==> config.mk <==
export PLATFORM = sky130hd
export DESIGN_NAME = mem_access_stage
export DESIGN_NICKNAME = d
export VERILOG_FILES = /design/src/rtl/mem_pkg.sv /design/src/rtl/load_store_align.sv /design/src/rtl/mem_access_stage.sv
export SDC_FILE = /design/constraint.sdc
export NUM_CORES = 1
export LEC_CHECK = 0
export BUFFER_PORTS_ARGS = -buffer_cell sky130_fd_sc_hd__buf_2
export CELL_PAD_IN_SITES_DETAIL_PLACEMENT = 1
export CELL_PAD_IN_SITES_GLOBAL_PLACEMENT = 1
export CORE_MARGIN = 3
export CORE_UTILIZATION = 42
export CTS_BUF_LIST = sky130_fd_sc_hd__clkbuf_4 sky130_fd_sc_hd__clkbuf_8
export DETAILED_ROUTE_END_ITERATION = 16
export PLACE_DENSITY = 0.92
export SLEW_MARGIN = 20
export SYNTH_ARGS = -nofsm -noshare
export SYNTH_HDL_FRONTEND = slang
export SYNTH_SLANG_ARGS = --single-unit
==> constraint.sdc <==
create_clock -name clk -period 14.7 [get_ports clk]
set_clock_uncertainty 0.15 [all_clocks]
set_input_delay 2.94 -clock clk [delete_from_list [all_inputs] [get_ports clk]]
set_output_delay 2.94 -clock clk [all_outputs]
set_load 0.01 [all_outputs]
==> src/rtl/mem_pkg.sv <==
// Shared definitions for the memory-access stage: funct3 access codes,
// the stage FSM encoding and the default datapath width.
package mem_pkg;

  localparam int XLEN_DEFAULT = 32;

  localparam logic [2:0] F3_B  = 3'b000;
  localparam logic [2:0] F3_H  = 3'b001;
  localparam logic [2:0] F3_W  = 3'b010;
  localparam logic [2:0] F3_BU = 3'b100;
  localparam logic [2:0] F3_HU = 3'b101;

  typedef enum logic {
    IDLE = 1'b0,
    BUSY = 1'b1
  } mem_state_t;

endpackage

==> src/rtl/load_store_align.sv <==
// Combinational byte-lane steering: replicates store data across lanes with
// matching byte enables, and extracts/extends the addressed lane of a load word.
module load_store_align
  import mem_pkg::*;
#(
  parameter int XLEN = XLEN_DEFAULT
) (
  input  logic [2:0]      funct3,
  input  logic [1:0]      addr_lo,
  input  logic [XLEN-1:0] store_data,
  input  logic [XLEN-1:0] rdata,
  output logic [XLEN-1:0] wdata,
  output logic [3:0]      wstrb,
  output logic [XLEN-1:0] load_data
);

  logic [7:0]  byte_sel;
  logic [15:0] half_sel;

  always_comb begin
    case (addr_lo)
      2'd0:    byte_sel = rdata[7:0];
      2'd1:    byte_sel = rdata[15:8];
      2'd2:    byte_sel = rdata[23:16];
      default: byte_sel = rdata[31:24];
    endcase
    // Only addr[1] picks the half; addr[0] is deliberately ignored here.
    half_sel = addr_lo[1] ? rdata[31:16] : rdata[15:0];
  end

  always_comb begin
    wdata = store_data;
    wstrb = 4'b1111;
    case (funct3)
      F3_B: begin
        wdata = {(XLEN/8){store_data[7:0]}};
        wstrb = 4'b0001 << addr_lo;
      end
      F3_H: begin
        wdata = {(XLEN/16){store_data[15:0]}};
        wstrb = addr_lo[1] ? 4'b1100 : 4'b0011;
      end
      default: ;
    endcase
  end

  always_comb begin
    load_data = rdata;
    case (funct3)
      F3_B:    load_data = {{(XLEN-8){byte_sel[7]}}, byte_sel};
      F3_H:    load_data = {{(XLEN-16){half_sel[15]}}, half_sel};
      F3_BU:   load_data = {{(XLEN-8){1'b0}}, byte_sel};
      F3_HU:   load_data = {{(XLEN-16){1'b0}}, half_sel};
      default: ;
    endcase
  end

endmodule

==> src/rtl/mem_access_stage.sv <==
// Memory-access pipeline stage: issues load/store requests with a req/ack
// handshake and registers results for write-back. Optional MEM_MISALIGN_TRAP_EN.
module mem_access_stage
  import mem_pkg::*;
#(
  parameter int XLEN = XLEN_DEFAULT,
  parameter int RD_W = 5
) (
  input  logic            clk,
  input  logic            rst,
  input  logic            in_valid,
  output logic            in_ready,
  input  logic [XLEN-1:0] alu_result_in,
  input  logic [XLEN-1:0] store_data,
  input  logic            mem_read,
  input  logic            mem_write,
  input  logic [2:0]      funct3,
  input  logic            mem_to_reg_in,
  input  logic            reg_write_in,
  input  logic [RD_W-1:0] rd_in,
  output logic            dmem_req,
  output logic            dmem_we,
  output logic [XLEN-1:0] dmem_addr,
  output logic [XLEN-1:0] dmem_wdata,
  output logic [3:0]      dmem_wstrb,
  input  logic            dmem_ack,
  input  logic [XLEN-1:0] dmem_rdata,
  output logic            wb_valid,
  output logic [XLEN-1:0] alu_result,
  output logic [XLEN-1:0] mem_data,
  output logic            mem_to_reg,
  output logic            reg_write,
`ifdef MEM_MISALIGN_TRAP_EN
  output logic            misalign_err,
`endif
  output logic [RD_W-1:0] rd
);

  mem_state_t      state_q, state_d;
  logic            req_q, req_d;
  logic            we_q, we_d;
  logic [XLEN-1:0] addr_q, addr_d;
  logic [XLEN-1:0] wdata_q, wdata_d;
  logic [3:0]      wstrb_q, wstrb_d;
  logic [2:0]      funct3_q, funct3_d;
  logic [1:0]      addr_lo_q, addr_lo_d;
  logic            is_load_q, is_load_d;
  logic            wb_valid_q, wb_valid_d;
  logic [XLEN-1:0] alu_q, alu_d;
  logic [XLEN-1:0] mem_data_q, mem_data_d;
  logic            mem_to_reg_q, mem_to_reg_d;
  logic            reg_write_q, reg_write_d;
  logic [RD_W-1:0] rd_q, rd_d;
  logic            misalign_q, misalign_d;

  logic            misaligned;
  logic [2:0]      align_funct3;
  logic [1:0]      align_addr_lo;
  logic [XLEN-1:0] align_wdata;
  logic [3:0]      align_wstrb;
  logic [XLEN-1:0] align_load;

  // The aligner serves the incoming op when idle and the held op while busy.
  assign align_funct3  = (state_q == IDLE) ? funct3 : funct3_q;
  assign align_addr_lo = (state_q == IDLE) ? alu_result_in[1:0] : addr_lo_q;

  load_store_align #(.XLEN(XLEN)) u_align (
    .funct3     (align_funct3),
    .addr_lo    (align_addr_lo),
    .store_data (store_data),
    .rdata      (dmem_rdata),
    .wdata      (align_wdata),
    .wstrb      (align_wstrb),
    .load_data  (align_load)
  );

`ifdef MEM_MISALIGN_TRAP_EN
  always_comb begin
    misaligned = (((funct3 == F3_H) || (funct3 == F3_HU)) && alu_result_in[0]) ||
                 ((funct3 == F3_W) && (alu_result_in[1:0] != 2'b00));
  end
`else
  assign misaligned = 1'b0;
`endif

  always_comb begin
    state_d      = state_q;
    req_d        = req_q;
    we_d         = we_q;
    addr_d       = addr_q;
    wdata_d      = wdata_q;
    wstrb_d      = wstrb_q;
    funct3_d     = funct3_q;
    addr_lo_d    = addr_lo_q;
    is_load_d    = is_load_q;
    wb_valid_d   = 1'b0;
    alu_d        = alu_q;
    mem_data_d   = mem_data_q;
    mem_to_reg_d = mem_to_reg_q;
    reg_write_d  = reg_write_q;
    rd_d         = rd_q;
    misalign_d   = 1'b0;
    case (state_q)
      IDLE: begin
        if (in_valid) begin
          alu_d        = alu_result_in;
          mem_to_reg_d = mem_to_reg_in;
          reg_write_d  = reg_write_in;
          rd_d         = rd_in;
          mem_data_d   = '0;
          if (!(mem_read || mem_write)) begin
            wb_valid_d = 1'b1;
          end else if (misaligned) begin
            wb_valid_d  = 1'b1;
            reg_write_d = 1'b0;
            misalign_d  = 1'b1;
          end else begin
            // A simultaneous read+write is issued purely as a store.
            state_d   = BUSY;
            req_d     = 1'b1;
            we_d      = mem_write;
            addr_d    = {alu_result_in[XLEN-1:2], 2'b00};
            wdata_d   = mem_write ? align_wdata : '0;
            wstrb_d   = mem_write ? align_wstrb : 4'b0000;
            funct3_d  = funct3;
            addr_lo_d = alu_result_in[1:0];
            is_load_d = mem_read && !mem_write;
          end
        end
      end
      BUSY: begin
        if (dmem_ack) begin
          state_d    = IDLE;
          req_d      = 1'b0;
          we_d       = 1'b0;
          wstrb_d    = 4'b0000;
          wb_valid_d = 1'b1;
          mem_data_d = is_load_q ? align_load : '0;
        end
      end
      default: state_d = IDLE;
    endcase
  end

  always_ff @(posedge clk or posedge rst) begin
    if (rst) begin
      state_q      <= IDLE;
      req_q        <= 1'b0;
      we_q         <= 1'b0;
      addr_q       <= '0;
      wdata_q      <= '0;
      wstrb_q      <= 4'b0000;
      funct3_q     <= 3'b000;
      addr_lo_q    <= 2'b00;
      is_load_q    <= 1'b0;
      wb_valid_q   <= 1'b0;
      alu_q        <= '0;
      mem_data_q   <= '0;
      mem_to_reg_q <= 1'b0;
      reg_write_q  <= 1'b0;
      rd_q         <= '0;
      misalign_q   <= 1'b0;
    end else begin
      state_q      <= state_d;
      req_q        <= req_d;
      we_q         <= we_d;
      addr_q       <= addr_d;
      wdata_q      <= wdata_d;
      wstrb_q      <= wstrb_d;
      funct3_q     <= funct3_d;
      addr_lo_q    <= addr_lo_d;
      is_load_q    <= is_load_d;
      wb_valid_q   <= wb_valid_d;
      alu_q        <= alu_d;
      mem_data_q   <= mem_data_d;
      mem_to_reg_q <= mem_to_reg_d;
      reg_write_q  <= reg_write_d;
      rd_q         <= rd_d;
      misalign_q   <= misalign_d;
    end
  end

  assign in_ready   = (state_q == IDLE);
  assign dmem_req   = req_q;
  assign dmem_we    = we_q;
  assign dmem_addr  = addr_q;
  assign dmem_wdata = wdata_q;
  assign dmem_wstrb = wstrb_q;
  assign wb_valid   = wb_valid_q;
  assign alu_result = alu_q;
  assign mem_data   = mem_data_q;
  assign mem_to_reg = mem_to_reg_q;
  // reg_write is held internally but only presented during the WB pulse.
  assign reg_write  = reg_write_q && wb_valid_q;
  assign rd         = rd_q;

`ifdef MEM_MISALIGN_TRAP_EN
  assign misalign_err = misalign_q;
`else
  logic unused_misalign;
  assign unused_misalign = misalign_q;
`endif

endmodule

==> flow_summary.yaml, run 1 <==
synth:
  synth_seq_cells: 147
  netlist_area_mm2: 0.00672
  synth_commonest_cells: "dfrtp_1, mux2_2, nand2_1"
  syn_avg_cell_area_um2: 11.5
  yosys-top-cells-area: "dfrtp_1, mux2_2, a2bb2oi_1, nand2_1, o21ai_0"
  synth.yosys.seq_area_share_pct: 54.7
  synth-edff-count: 0
  synth_top_area_share_pct: 54.7
  syn-instance-count: 583
  yosys_warnings: 0
  ys_async_sr_fraction_pct: 100
  synth_flop_cell: "dfrtp_1"
  synth_cell_types: 47
  yosys.cell_count.top_type: "dfrtp_1"
  synth_top_cell_by_area: "dfrtp_1"
timing:
  max_freq_ghz: 0.203
  period_share_pct: 33.5
  relSlewSlack_pct: 25.3
  rsz0062_at_grt: "no"
  finalHoldViolCount: 0
  slew_violations: 0
  setup_violations: 0
  min_period_ps: 4930
  worstMarginPinSlew_ps: 1120
  tns_ps: 0
  whs_ps: 331
power_and_ir_drop:
  seqPwrFrac_pct: 42.5
  cellPowerDensity_mw_per_mm2: 147
  power_w: 0.00126
  pwr-share-clk_pct: 29.0
  ir_worst_vdd_v: 0.0000687
  p_leak_nw: 4.20
  internal_power_w: 0.000851
  pwr-share-comb_pct: 28.5
  power_switching_w: 0.000414
  switching_share_pct: 32.7
clock_tree:
  cts-resized-gates: 0
  cts_hold_buf: 0
  cts_buffer_depth: 2
  clkLatencyLatePin_ps: 440
  clk_pin_slew_ps: 80
  cts_tree: "built"
  post_cts_buffers: 0
  cts_buffers: 17
  ctsHtreeMaxLevel: 4
  cts_root_buffer: "clkbuf_8"
  clock_sinks: 147
hold_path:
  holdPathStages: 2
  hold_path_end: "dmem_wdata[29]"
  min_from: "dmem_wdata[29]"
  hp-class: "reg -> reg"
place:
  placed_cell_area_mm2: 0.00813
  portBuffers: 252
  gp_congestion: 0.857
  post-dp-hpwl_um: 15700
critical_path:
  crit_path_top_delay_cell: "o211ai_2"
  slowest_delay_ps: 900
  cp.arrival_ps: 5040
  ff2ff_setup_slack_ps: 11670
  reg2reg_depth: 5
  crit_required_ps: 14810
  crit_chain: "buf_2 -> mux2i_4 -> o221ai_1 -> o211ai_2 -> a31oi_1"
  end_kind: "flop"
  r2r-start: "state_q"
  r2r_end: "mem_data[21]"
  crit_type: "in -> reg"
  start_kind: "input port"
  worstPathMaxFanout: 24
die:
  die-area_mm2: 0.0176
  initial_core_util_pct: 43.6
  boundaryPins: 255
  core_mm2: 0.0154
  dieWidth_um: 133
  rows: 45
  die_h_um: 133
global_routing:
  grt.total_usage_pct: 25.0
  antenna_found_initial: 2
  overflow: 0
  grt_max_degree: 78
  grt_pass1_vias: 6423
  grt_pass1_wl_um: 34900
routing:
  first_pass_iters: 4
  routed_wl_um: 21800
  vias: 5889
  drt_iter0_markers: 410
  wire_per_inst_um: 20.9
  ant_nets: 0
  vias_per_cell: 5.65
  drc_errors: 0
cells_and_area:
  final_core_util_pct: 55.7
  drive_gt1_share_pct: 46.8
  nets: 930
  area.growth.synth_to_final_pct: 27.8
  design_area_mm2: 0.00859
  fillers: 1777
flow_run:
  maxCapViolations: 0
outcome:
  status: "finished, final reports clean"
power by group through the flow:
stage	Sequential (W)	Combinational [W]	Clock (W)
after floorplan	0.000571	0.000175	0
after global placement	0.000537	0.000347	0
after detailed placement	0.000544	0.000361	0
after CTS	0.000538	0.000362	0.000374
after global routing	0.000549	0.000393	0.000393
final	0.000538	0.000360	0.000367
cell usage in the layout (no fill, tap or decap), types with 18 or more instances in the layout:
| cell | netlist | final |
|---|---|---|
| clkbuf_8 | 0 | 18 |
| o21ai_0 | 37 | 37 |
| nand2_1 | 53 | 53 |
| nor2_1 | 33 | 33 |
| a21oi_1 | 28 | 28 |
| dfrtp_1 | 147 | 147 |
| a31oi_1 | 23 | 23 |
| buf_2 | 21 | 252 |
| mux2_2 | 86 | 86 |
| a2bb2oi_1 | 23 | 23 |
kinds of logic after synthesis:
logic type	count (synthesis)	synth area share (%)
compound gates	180	18.3
flops	147	54.7
simple gates	109	7.00
mux	98	16.5
buf+inv	48	3.46
other cells	1	0.0558
area by class of cell:
class / instances / area (µm²) / share of cell area [%]
clock buffer: 19 / 255 / 2.97
clock inverter: 13 / 206 / 2.40
timing repair buffer: 259 / 1310 / 15.3
sequential: 147 / 3680 / 42.8
multi-input combinational: 389 / 2850 / 33.2
tap: 211 / 264 / 3.07
antenna: 1 / 2.50 / 0.0291
inverter: 4 / 20.0 / 0.233
worst max-delay path: cells and delay by family:
kind,cells,cell delay (ps)
AO/OA/AOI/OAI,3,1340
buffers and inverters,1,170
multiplexers,1,560
worst max path at each step:
stage,from,to,cells past startpoint
finish,alu_result_in[1],mem_data[21],5
global route,alu_result_in[1],mem_data[29],5
detailed placement,alu_result_in[1],mem_data[31],5
global placement,alu_result_in[1],mem_data[30],5
CTS,alu_result_in[1],mem_data[21],5
floorplan,rst,addr_lo_q[0],1
routing by layer:
layer,routed length [µm],vias up,GRT usage (%)
met5,12,-,0
met4,736,2,11.8
met3,1500,53,6.58
met2,11000,258,41.8
met1,8600,2982,30.4
li1,-,2594,-
through the flow:
stage	setup slack, ps	instances
final	9770	1043
after global routing	9630	1043
after CTS	9810	1042
after detailed placement	9340	1010
after global placement	9490	1010
after floorplan	7660	584
Note: power is estimated with default switching activity, not from simulation.
==> inputs of run 2 (changes only) <==
CORE_UTILIZATION = 35   (was 42)
PLACE_DENSITY = 0.83   (was 0.92)
clock period = 4.1 ns   (was 14.7 ns; I/O delays follow)
==> run 2 against run 1 <==
  * Count of clock-buffer cells in the layout did not move
  * Critical path type is now reg -> reg
  * Via count fell by 1.0%
  * Critical endpoint is now mem_data[25]
  * Worst hold slack barely moved
  * Clock power rose to 3.3 times the previous value
  * Critical path depth did not move
  * Final cell count rose by 2.6%
  * Die area rose by 19%
  * Non-clock buffer count rose by 3
==> flow_summary.yaml, run 2 (synthesis results as in run 1) <==
outcome:
  status: "finished, final reports clean"
cells_and_area:
  area.growth.synth_to_final_pct: 28.5
  drive_gt1_share_pct: 46.9
  fillers: 2138
  mostFrequentLayoutCell: "buf_2"
  final_cell_mix: "buf_2, dfrtp_1, mux2_2"
  nets: 933
routing:
  vias: 5829
  first_pass_iters: 4
  drc_errors: 0
  drt_iter0_markers: 282
  routed_wl_um: 22400
  vias_per_cell: 5.45
  wire_per_inst_um: 21.0
  ant_nets: 0
die:
  rows: 50
  dieWidth_um: 145
  initial_core_util_pct: 35.8
  boundaryPins: 255
  die-area_mm2: 0.0209
  core_mm2: 0.0188
  die_h_um: 145
timing:
  worstMarginPinSlew_ps: 974
  setup_violations: 0
  max_freq_ghz: 0.336
  rsz0062_at_grt: "no"
  period_share_pct: 72.5
  relSlewSlack_pct: 35.1
  slew_violations: 0
  min_period_ps: 2970
  tns_ps: 0
  worst_slack_ps: 1130
  finalHoldViolCount: 0
global_routing:
  met2_usage_pct: 35.4
  grt_pass1_wl_um: 34200
  grt-busiest-layer: "met2"
  globalRouteMet3Util_pct: 7.51
  overflow: 0
  grt.total_usage_pct: 21.2
  grt_pass1_vias: 6139
  antenna_found_initial: 3
  use_met1_pct: 26.4
  grt_max_degree: 57
clock_tree:
  clock_sinks: 147
  clkLatencyLatePin_ps: 440
  ctsHtreeMaxLevel: 4
  cts_hold_buf: 0
  cts_buffers: 17
  cts-resized-gates: 0
  post_cts_buffers: 0
  clk_pin_slew_ps: 90
  cts_buffer_depth: 2
  cts_root_buffer: "clkbuf_8"
  cts_tree: "built"
hold_path:
  min_from: "dmem_wdata[14]"
  hp-class: "reg -> reg"
critical_path:
  cp.arrival_ps: 3120
  crit_required_ps: 4240
  start_kind: "flop"
  r2r-start: "state_q"
  crit_start: "state_q"
  worstPathMaxFanout: 24
  crit_type: "reg -> reg"
  end_kind: "flop"
power_and_ir_drop:
  ir_worst_vdd_v: 0.000328
  cellPowerDensity_mw_per_mm2: 514
  p_leak_nw: 4.21
place:
  dpl_worst_slack_ps: 1180
  portBuffers: 252
  post-dp-hpwl_um: 16700
  gp_congestion: 0.857
flow_run:
  maxCapViolations: 0
[run 2: layout make-up]
type / count / area, µm² / share of cell area [%]
inverter: 4 / 18.8 / 0.217
clock buffer: 19 / 262 / 3.03
multi-input combinational: 389 / 2850 / 33.0
timing repair buffer: 262 / 1370 / 15.9
sequential: 147 / 3680 / 42.6
antenna: 2 / 5.00 / 0.0579
tap: 234 / 293 / 3.39
clock inverter: 13 / 160 / 1.85
[run 2: metrics by stage]
| stage | power, W | instance area (µm²) | cells | hold WS (ps) | util (%) |
|---|---|---|---|---|---|
| after floorplan | 0.00268 | 6730 | 584 | 323 | - |
| after global placement | 0.00320 | 8210 | 1036 | 307 | 43.8 |
| after detailed placement | 0.00327 | 8210 | 1036 | 317 | 43.8 |
| after CTS | 0.00449 | 8630 | 1068 | 338 | 46.0 |
| after global routing | 0.00469 | 8640 | 1069 | 351 | 46.0 |
| final | 0.00444 | 8640 | 1070 | 331 | 46.0 |
[run 2: worst max-delay path: stages, from the launching register on]
cell,delay (ps)
dfrtp_1,990
mux2i_4,740
o221ai_1,260
o211ai_2,190
buf_4,320
a31oi_1,160
[run 2: final timing paths]
| kind | slack (ps) | depth (start not counted) | end |
|---|---|---|---|
| max | 1130 | 5 | mem_data[25] |
| min | 330 | 2 | dmem_wdata[14] |
| max reg2reg | 1130 | 5 | mem_data[25] |
| min reg2reg | 330 | 2 | dmem_wdata[14] |
| max in group asynchronous | 2610 | 3 | rd[0] |
| min in group asynchronous | 400 | 2 | alu_result[19] |
[run 2: power breakdown]
| group | internal, W | switching, W | leakage, nW |
|---|---|---|---|
| sequential | 0.00174 | 0.000203 | 1.83 |
| combinational | 0.000573 | 0.000717 | 2.17 |
| clock | 0.000595 | 0.000615 | 0.212 |
| total | 0.00290 | 0.00154 | 4.21 |
[run 2: per-layer routing]
| layer | part of all wire (%) | routed length (µm) | vias up |
|---|---|---|---|
| li1 | - | - | 2619 |
| met3 | 8.4 | 1890 | 19 |
| met1 | 42 | 9340 | 2961 |
| met2 | 49 | 11000 | 228 |
| met5 | 0.058 | 13 | - |
| met4 | 0.94 | 212 | 2 |
